File: src/rtl/rv_lsu_pkg.sv
// Shared types for the load/store unit: access sizes, the in-flight load
// record and the size-to-byte-mask helper.
package rv_lsu_pkg;

  typedef enum logic [1:0] {
    BYTE  = 2'd0,
    HALF  = 2'd1,
    WORD  = 2'd2,
    DWORD = 2'd3
  } t_mem_size;

  // Wide enough for the 8-byte lane offset of a 64-bit data path.
  localparam int OFF_MAX_W = 3;

  typedef struct packed {
    logic [4:0]           rd;
    t_mem_size            size;
    logic                 zext;
    logic [OFF_MAX_W-1:0] offset;
  } t_lsu_entry;

  function automatic logic [7:0] size_to_mask(input t_mem_size size);
    case (size)
      BYTE:    return 8'h01;
      HALF:    return 8'h03;
      WORD:    return 8'h0F;
      default: return 8'hFF;
    endcase
  endfunction

endpackage

File: src/rtl/rv_lsu_fifo.sv
// Generic synchronous FIFO with occupancy count. Pointers wrap modulo DEPTH,
// so DEPTH need not be a power of two.
module rv_lsu_fifo #(
  parameter int  DEPTH   = 2,
  parameter type entry_t = logic [7:0]
) (
  input  logic                         clk,
  input  logic                         rst,
  input  logic                         push,
  input  logic                         pop,
  input  entry_t                       push_data,
  output entry_t                       head,
  output logic                         full,
  output logic                         empty,
  output logic [$clog2(DEPTH+1)-1:0]   count
);

  localparam int PTR_W = (DEPTH > 1) ? $clog2(DEPTH) : 1;
  localparam int CNT_W = $clog2(DEPTH + 1);

  entry_t           mem [DEPTH];
  logic [PTR_W-1:0] wr_ptr;
  logic [PTR_W-1:0] rd_ptr;
  logic             do_push;
  logic             do_pop;

  function automatic logic [PTR_W-1:0] next_ptr(input logic [PTR_W-1:0] p);
    return (p == PTR_W'(DEPTH - 1)) ? '0 : p + 1'b1;
  endfunction

  // A full FIFO refuses a push even when a pop happens in the same cycle.
  assign do_push = push & ~full;
  assign do_pop  = pop & ~empty;
  assign full    = (count == CNT_W'(DEPTH));
  assign empty   = (count == '0);
  assign head    = mem[rd_ptr];

  // NOTE: sequential state uses non-blocking assignments so every register
  // samples pre-edge values regardless of statement order.
  always_ff @(posedge clk) begin
    if (!rst) begin
      wr_ptr <= '0;
      rd_ptr <= '0;
      count  <= '0;
    end else begin
      if (do_push) wr_ptr <= next_ptr(wr_ptr);
      if (do_pop)  rd_ptr <= next_ptr(rd_ptr);
      case ({do_push, do_pop})
        2'b10:   count <= count + 1'b1;
        2'b01:   count <= count - 1'b1;
        default: count <= count;
      endcase
    end
  end

  // NOTE: storage is deliberately not reset; entries are only read once
  // count says they were written, so reset only needs to clear the pointers.
  always_ff @(posedge clk) begin
    if (do_push) mem[wr_ptr] <= push_data;
  end

endmodule

File: src/rtl/rv_lsu.sv
// Load/store unit: combinational lane placement towards a variable-latency
// memory, in-order load tracking, registered writeback/exception response.
module rv_lsu
  import rv_lsu_pkg::*;
#(
  parameter int ADDR_W  = 32,
  parameter int DATA_W  = 32,
  parameter int MAX_OUT = 2
) (
  input  logic                  clk,
  input  logic                  rst,
  input  logic                  req_valid,
  output logic                  req_ready,
  input  logic                  req_we,
  input  logic [1:0]            req_size,
  input  logic                  req_unsigned,
  input  logic [ADDR_W-1:0]     req_addr,
  input  logic [DATA_W-1:0]     req_wdata,
  input  logic [4:0]            req_rd,
  output logic                  mem_req_valid,
  input  logic                  mem_req_ready,
  output logic [ADDR_W-1:0]     mem_req_addr,
  output logic                  mem_req_we,
  output logic [DATA_W/8-1:0]   mem_req_be,
  output logic [DATA_W-1:0]     mem_req_wdata,
  input  logic                  mem_rsp_valid,
  input  logic [DATA_W-1:0]     mem_rsp_data,
  output logic                  rsp_valid,
  output logic [DATA_W-1:0]     rsp_data,
  output logic [4:0]            rsp_rd,
  output logic                  rsp_misaligned,
  output logic                  busy,
  output logic                  proto_err
);

  localparam int BE_W  = DATA_W / 8;
  localparam int OFF_W = $clog2(BE_W);
  localparam int CNT_W = $clog2(MAX_OUT + 1);

  t_mem_size          size;
  logic [OFF_W-1:0]   offset;
  logic               misaligned;
  logic [15:0]        be_wide;
  logic               push;
  logic               pop;
  logic               mis_take;
  logic               full;
  logic               empty;
  logic [CNT_W-1:0]   count;
  t_lsu_entry         push_entry;
  t_lsu_entry         head;
  logic [DATA_W-1:0]  shifted;
  logic [DATA_W-1:0]  wmask;
  logic [7:0]         bmask;
  logic               sign;
  logic [DATA_W-1:0]  load_ext;

  assign size   = t_mem_size'(req_size);
  assign offset = req_addr[OFF_W-1:0];

  // NOTE: every always_comb output gets a default first so no path can
  // leave it unassigned and infer a latch.
  always_comb begin
    misaligned = 1'b0;
    case (size)
      HALF:    misaligned = offset[0];
      WORD:    misaligned = |offset[1:0];
      DWORD:   misaligned = (DATA_W == 32) || (|offset);
      default: misaligned = 1'b0;
    endcase
  end

  assign be_wide       = {8'h00, size_to_mask(size)} << offset;
  assign mem_req_be    = be_wide[BE_W-1:0];
  assign mem_req_wdata = req_wdata << {offset, 3'b000};
  assign mem_req_addr  = {req_addr[ADDR_W-1:OFF_W], {OFF_W{1'b0}}};
  assign mem_req_we    = req_we;
  assign mem_req_valid = req_valid & ~misaligned & (req_we | ~full);

  // Misaligned accesses wait for an empty FIFO so their response stays in order.
  always_comb begin
    req_ready = 1'b0;
    if (misaligned)  req_ready = empty;
    else if (req_we) req_ready = mem_req_ready;
    else             req_ready = mem_req_ready & ~full;
  end

  assign push     = req_valid & req_ready & ~req_we & ~misaligned;
  assign pop      = mem_rsp_valid & ~empty;
  assign mis_take = req_valid & misaligned & empty;

  assign push_entry = '{rd: req_rd, size: size, zext: req_unsigned,
                        offset: OFF_MAX_W'(offset)};

  rv_lsu_fifo #(
    .DEPTH   (MAX_OUT),
    .entry_t (t_lsu_entry)
  ) u_fifo (
    .clk       (clk),
    .rst       (rst),
    .push      (push),
    .pop       (pop),
    .push_data (push_entry),
    .head      (head),
    .full      (full),
    .empty     (empty),
    .count     (count)
  );

  // Align the returned word to bit 0, keep the accessed bytes, then extend.
  always_comb begin
    shifted = mem_rsp_data >> {head.offset, 3'b000};
    bmask   = size_to_mask(head.size);
    wmask   = '0;
    for (int i = 0; i < BE_W; i++) wmask[8*i +: 8] = {8{bmask[i]}};
    case (head.size)
      BYTE:    sign = shifted[7];
      HALF:    sign = shifted[15];
      WORD:    sign = shifted[31];
      default: sign = shifted[DATA_W-1];
    endcase
    load_ext = (shifted & wmask) | ((sign & ~head.zext) ? ~wmask : '0);
  end

  always_ff @(posedge clk) begin
    if (!rst) begin
      rsp_valid      <= 1'b0;
      rsp_data       <= '0;
      rsp_rd         <= '0;
      rsp_misaligned <= 1'b0;
      proto_err      <= 1'b0;
    end else begin
      rsp_valid <= pop | mis_take;
      if (pop) begin
        rsp_data       <= load_ext;
        rsp_rd         <= head.rd;
        rsp_misaligned <= 1'b0;
      end else if (mis_take) begin
        rsp_data       <= '0;
        rsp_rd         <= req_rd;
        rsp_misaligned <= 1'b1;
      end
      if (mem_rsp_valid && empty) proto_err <= 1'b1;
    end
  end

  assign busy = (count != '0) | rsp_valid;

endmodule
File: config.mk
export PLATFORM = sky130hd
export DESIGN_NAME = rv_lsu
export DESIGN_NICKNAME = d
export VERILOG_FILES = /design/src/rtl/rv_lsu_pkg.sv /design/src/rtl/rv_lsu_fifo.sv /design/src/rtl/rv_lsu.sv
export SDC_FILE = /design/constraint.sdc
export NUM_CORES = 1
export LEC_CHECK = 0
export BUFFER_PORTS_ARGS = -buffer_cell sky130_fd_sc_hd__buf_2
export CELL_PAD_IN_SITES_DETAIL_PLACEMENT = 0
export CELL_PAD_IN_SITES_GLOBAL_PLACEMENT = 1
export CORE_MARGIN = 4
export CORE_UTILIZATION = 34
export DETAILED_ROUTE_END_ITERATION = 12
export PLACE_DENSITY = 0.87
export SETUP_SLACK_MARGIN = 0.3
export SLEW_MARGIN = 20
export SYNTH_ARGS = -nofsm -noshare
export SYNTH_HDL_FRONTEND = slang
export SYNTH_SLANG_ARGS = --single-unit
export TNS_END_PERCENT = 100
File: constraint.sdc
create_clock -name clk -period 5.8 [get_ports clk]
set_clock_uncertainty 0.1 [all_clocks]
set_input_delay 1.16 -clock clk [delete_from_list [all_inputs] [get_ports clk]]
set_output_delay 1.16 -clock clk [all_outputs]
set_load 0.01 [all_outputs]
== After elaboration in Yosys (flattened, before gate mapping) ==
Memory sizes are Yosys's and may differ from the RTL's. A register that Yosys moved wholly into a read port is not among the register bits.
Index checks and enable logic that the tools add are counted.

* $add $sub $neg: 4
* Equal/unequal tests: 8
* Shift operators: 3
* Mux-type cells: 18
* Bitwise gates (word level): 24
* Reduce and logical (&&, ||, !) cells: 9

{| class="wikitable"
|+ Operators by type and width
! cell !! number
|-
| 2-to-1 mux 32 bit || 3
|-
| bitwise AND 32 bit || 1
|-
| inverter 32 bit || 1
|-
| bitwise OR 32 bit || 1
|-
| left shift 32 x 5 -> 32 bit || 1
|-
| right shift 32 x 6 -> 32 bit || 1
|-
| one-hot mux 8 bit (3 select lines) || 1
|-
| bitwise AND 1 bit || 12
|-
| one-hot mux 4 bit (3 select lines) || 1
|-
| equality test 2 bit, second input constant || 5
|-
| 2-to-1 mux 5 bit || 2
|-
| 2-to-1 mux 1 bit || 8
|-
| left shift 8 x 2 -> 4 bit || 1
|-
| equality test 2 x 1 -> 1 bit, second input constant || 3
|-
| zero test 2 bit || 3
|-
| inverter 1 bit || 6
|-
| nonzero test 2 bit || 3
|-
| one-hot mux 2 bit (2 select lines) || 1
|-
| OR reduction 2 bit || 2
|-
| bitwise OR 1 bit || 3
|-
| one-hot mux 1 bit (3 select lines) || 1
|-
| adder 1 bit, second input constant || 2
|-
| adder 2 x 1 -> 2 bit, second input constant || 1
|-
| one-hot mux 1 bit (2 select lines) || 1
|-
| 2 further kinds || 2
|}

* Register bits: 44
* Memory bits (writable): 20
* Input bits: 110
* Output and inout bits: 112
* Word-level logic and storage cells: 75
* Memories kept: 1

{| class="wikitable"
|+ Memories
! memory !! words !! width !! read ports !! clocked after Yosys merged registers in !! write ports !! RTL line !! source
|-
| u_fifo.mem || 2 || 10 || 1 || 1 || 1 || rv_lsu_fifo.sv:21 || <nowiki>entry_t mem [DEPTH];</nowiki>
|}

== Depth between registers and ports, before layout ==
* Word-level depth: 11
* Mapped depth: 9
* Gate-level depth less buffers: 7

== Hierarchy ==
From an unflattened synthesis, not the netlist that was laid out.

* Cells, all modules: 401
* Area, all modules: 3,843.7 um^2

{| class="wikitable"
|+ Modules (own cells, without submodules)
! module !! times used !! cells each !! area an instance (um^2) !! sequential area each (um^2)
|-
| rv_lsu || 1 || 341 || 2,817.7 || 800.8
|-
| rv_lsu_fifo || 1 || 60 || 1,026.0 || 760.7
|}

== Least setup slack after synthesis ==
OpenSTA, ideal clock, no wires.

* Kind: input-to-output
* From: in req_addr[0]
* To: out mem_req_be[2]
* Data arrival time: 2,471 ps
* Required time: 4,540 ps
* Slack: 2,069 ps
* Stages on the path: 5
* Buffers on the path: 3
* Cells stage by stage: clkbuf_1 clkbuf_1 clkbuf_1 a211oi_1 a21oi_1

* Cells in the longest elaborated chain, start to end: 1

{| class="wikitable"
|+ Ends and longest elaborated chain
! element !! RTL line !! source
|-
| from (decl) || rv_lsu.sv:17 || <nowiki>input logic [ADDR_W-1:0] req_addr,</nowiki>
|-
| left shift 8 x 2 -> 4 bit || rv_lsu.sv:73 || <nowiki>assign be_wide = {8'h00, size_to_mask(size)} << offset;</nowiki>
|-
| to (decl) || rv_lsu.sv:24 || <nowiki>output logic [DATA_W/8-1:0] mem_req_be,</nowiki>
|}

No other way between the ends.

== Final worst setup path ==
* From: in req_addr[1]
* To: out mem_req_wdata[18]

* Cells in the longest elaborated chain, start to end: 1

{| class="wikitable"
|+ Ends and longest elaborated chain
! element !! RTL line !! source
|-
| left shift 32 x 5 -> 32 bit || rv_lsu.sv:75 || <nowiki>assign mem_req_wdata = req_wdata << {offset, 3'b000};</nowiki>
|-
| to (decl) || rv_lsu.sv:25 || <nowiki>output logic [DATA_W-1:0] mem_req_wdata,</nowiki>
|}

No other way between the ends.

==> impl_metrics.env <==
export IMPL_setup_tns_ps=0
export IMPL_htree_levels=3
export IMPL_vdd_ir_drop_max_v=0.0001522
export IMPL_holdBufCountCts=0
export IMPL_cts_repair_resized=0
export IMPL_hold_class="flop to flop"
export IMPL_first_global_vias=3483
export IMPL_syn_area_mm2=0.003938
export IMPL_cp_buffers_inverters=2
export IMPL_io_pins=222
export IMPL_cpPeakStageDelay_ps=640
export IMPL_p_per_area_mw_per_mm2=274.6
export IMPL_crit_path_start_kind="input port"
export IMPL_clkPwrFrac=0.431
export IMPL_critPathMaxFanout=41
export IMPL_cts_setup_buffers=0
export IMPL_grt_pass1_wl_mm=17.60
export IMPL_dr_first_iter_drc_count=320
export IMPL_numClockSinks=65
export IMPL_seq_area_frac_synth=0.3813
export IMPL_area_growth_syn_to_layout_pct=23.90
export IMPL_whs_ps=354.2
export IMPL_slew_violations=0
export IMPL_die_h_um=115.6
export IMPL_via_per_inst=5.320
export IMPL_criticalPathCategory="input port to primary output"
export IMPL_numCtsBuffers=9
export IMPL_synth_top_area_frac=0.2288
export IMPL_synth_area_leaders="dfxtp_1 23%, edfxtp_1 15%, mux2i_1 12%"
export IMPL_cp_slowest_cell="nor2b_1"
export IMPL_dr_pass1_iters=5
export IMPL_nets=650
export IMPL_path_cells="buf_2 > nor2b_1 > nand2_1 > o21ai_0 > buf_2"
export IMPL_final_hold_viol_count=0
export IMPL_layout_commonest_cell="buf_2"
export IMPL_ant_nets=0
export IMPL_mostFrequentLayoutCells="159 x buf_2, 47 x nor2_1, 46 x mux2i_1, 45 x dfxtp_1, 30 x a21oi_1"
export IMPL_grt_overflow_total=0
export IMPL_status="completed"
export IMPL_rows=39
export IMPL_dieArea_mm2=0.01337
export IMPL_cts_root_buf="clkbuf_16"
export IMPL_start_util=0.3463
export IMPL_endpoint_kind="primary output"
export IMPL_cp_required_ps=4540
export IMPL_insertion_delay_ps=330
export IMPL_synth_top_cell_by_area="dfxtp_1"
export IMPL_clk_pin_slew_ps=60
export IMPL_wirelength_mm=11.41
export IMPL_cts_buffer_depth=2
export IMPL_yosys_warnings=0
export IMPL_period_share=0.6842
export IMPL_p_seq_frac=0.375
export IMPL_cts_tree="done"
export IMPL_fmax_mhz=252.0
export IMPL_grt_use_total=0.1649
export IMPL_gp_congestion=0.8836
export IMPL_tightestPinTransition_ps=1014
export IMPL_swShare=0.2748
export IMPL_routedWlPerCell_um=16.61
export IMPL_fin_crit_ps=3968
export IMPL_grt_setup_unrepaired="false"
export IMPL_syn_inst=428
export IMPL_avgSynthCellArea_um2=9.200
export IMPL_fp_dieW_um=115.6
export IMPL_p_sw_uw=368.1
export IMPL_numPortBuffers=159
export IMPL_grt_start_max_net_pins=43
export IMPL_vias=3655
export IMPL_leakagePower_nw=2.143
export IMPL_antenna_found_initial=0
export IMPL_hpwl_mm=8.576
export IMPL_arrival_ps=2710
export IMPL_cp_common_cell="buf_2"
export IMPL_antenna_cells=0
export IMPL_layout_drive_gt1_share=0.3676
export IMPL_core_area_mm2=0.01137
export IMPL_p_int_uw=971.4
export IMPL_comb_power_share=0.194
export IMPL_slew_headroom=0.3206
export IMPL_cp_top_family="simple AND/OR/NAND/NOR gates"
export IMPL_ys_ff_latch=65
export IMPL_synthDistinctLibCells=44
export IMPL_setup_viol=0
export IMPL_cap_violations=0
export IMPL_drc_errors=0
-- synth_stat cells, drive strengths merged --
library cell  number
and3b              1
a211o              5
or3                2
o221ai             1
nand2             19
nor3b              4
o2111ai            1
buf               47
clkbuf            14
o2111a             1
nand3b             1
o32ai              1
dfxtp             45
nor2b             10
o21a               1
o22ai              8
o21ai             32
edfxtp            20
a21oi             30
mux2               9
a211oi             9
mux2i             48
or2                1
nor3               4
a221o              7
a22oi             25
inv                7
and2               9
nand3              2
ha                 1
nor2              48
xor2               1
nand2b             2
xnor2              3
conb               1
nand4              8
-- power by group through the flow --
stage	registers (mW)	logic, mW	clock network, mW
2_1_floorplan	0.510	0.182	0
3_3_place_gp	0.511	0.254	0
3_5_place_dp	0.512	0.259	0
4_1_cts	0.502	0.261	0.585
5_1_grt	0.504	0.285	0.613
6_report	0.502	0.259	0.578
-- final cells by class --
type / count / area [um2]
fill: 1146 / 6491
timing repair buffer: 160 / 803.3
multi-input combinational: 296 / 2049
tap: 143 / 178.9
clock inverter: 6 / 90.09
clock buffer: 10 / 229.0
sequential: 65 / 1501
inverter: 7 / 26.28
-- path summary, 6_finish.rpt --
path	start	to	slack [ps]	cells past startpoint
max	req_addr[1]	mem_req_wdata[18]	1830	5
min	rsp_rd[4]$_SDFFE_PN0P_	rsp_rd[4]$_SDFFE_PN0P_	350	2
max reg2reg	flop	rsp_data[25]$_SDFFE_PN0P_	1980	5
min reg2reg	rsp_rd[4]$_SDFFE_PN0P_	rsp_rd[4]$_SDFFE_PN0P_	350	2
-- per-layer routing --
layer / up-vias / global-route usage / share of wire
li1: 1757 / - / -
met1: 1686 / 0.2062 / 0.42
met2: 187 / 0.2728 / 0.47
met3: 25 / 0.04700 / 0.096
met4: 0 / 0.05878 / 0.019
met5: - / 0 / 0
-- logic make-up after synthesis --
logic type	after synthesis	share of synthesized area
XOR/XNOR	4	0.008899
adder cells (fa/ha/maj)	1	0.003177
other	1	0.0009524
AND/OR/NAND/NOR	111	0.1347
AO/OA/AOI/OAI	121	0.2167
buffers and inverters	68	0.1033
flip-flops	65	0.3813
multiplexers	57	0.1509
-- sequential cells by signal (all words and copies together) (netlist names), named ones only --
signal	flops
proto_err	1
rsp_data	32
rsp_misaligned	1
rsp_rd	5
rsp_valid	1
u_fifo.count	2
u_fifo.mem	20
u_fifo.rd_ptr	1
u_fifo.wr_ptr	1
-- stage by stage --
stage | std cells | setup WS [ps] | total power [mW] | util | cell area, um2
3_5_place_dp | 671 | 1817 | 0.7704 | 0.4006 | 4554
4_1_cts | 687 | 1813 | 1.348 | 0.4286 | 4873
2_1_floorplan | 429 | 2069 | 0.6919 | - | 3941
6_report | 687 | 1832 | 1.339 | 0.4291 | 4878
3_3_place_gp | 671 | 1881 | 0.7656 | 0.4006 | 4554
5_1_grt | 687 | 1667 | 1.402 | 0.4291 | 4878
-- worst reg2reg max path: cells and delay by family (launching register included) --
family / cells / cell delay (ps)
multiplexers: 3 / 1730
AO/OA/AOI/OAI: 2 / 980
flip-flops: 1 / 860
Power figures use the tool's default switching activity.
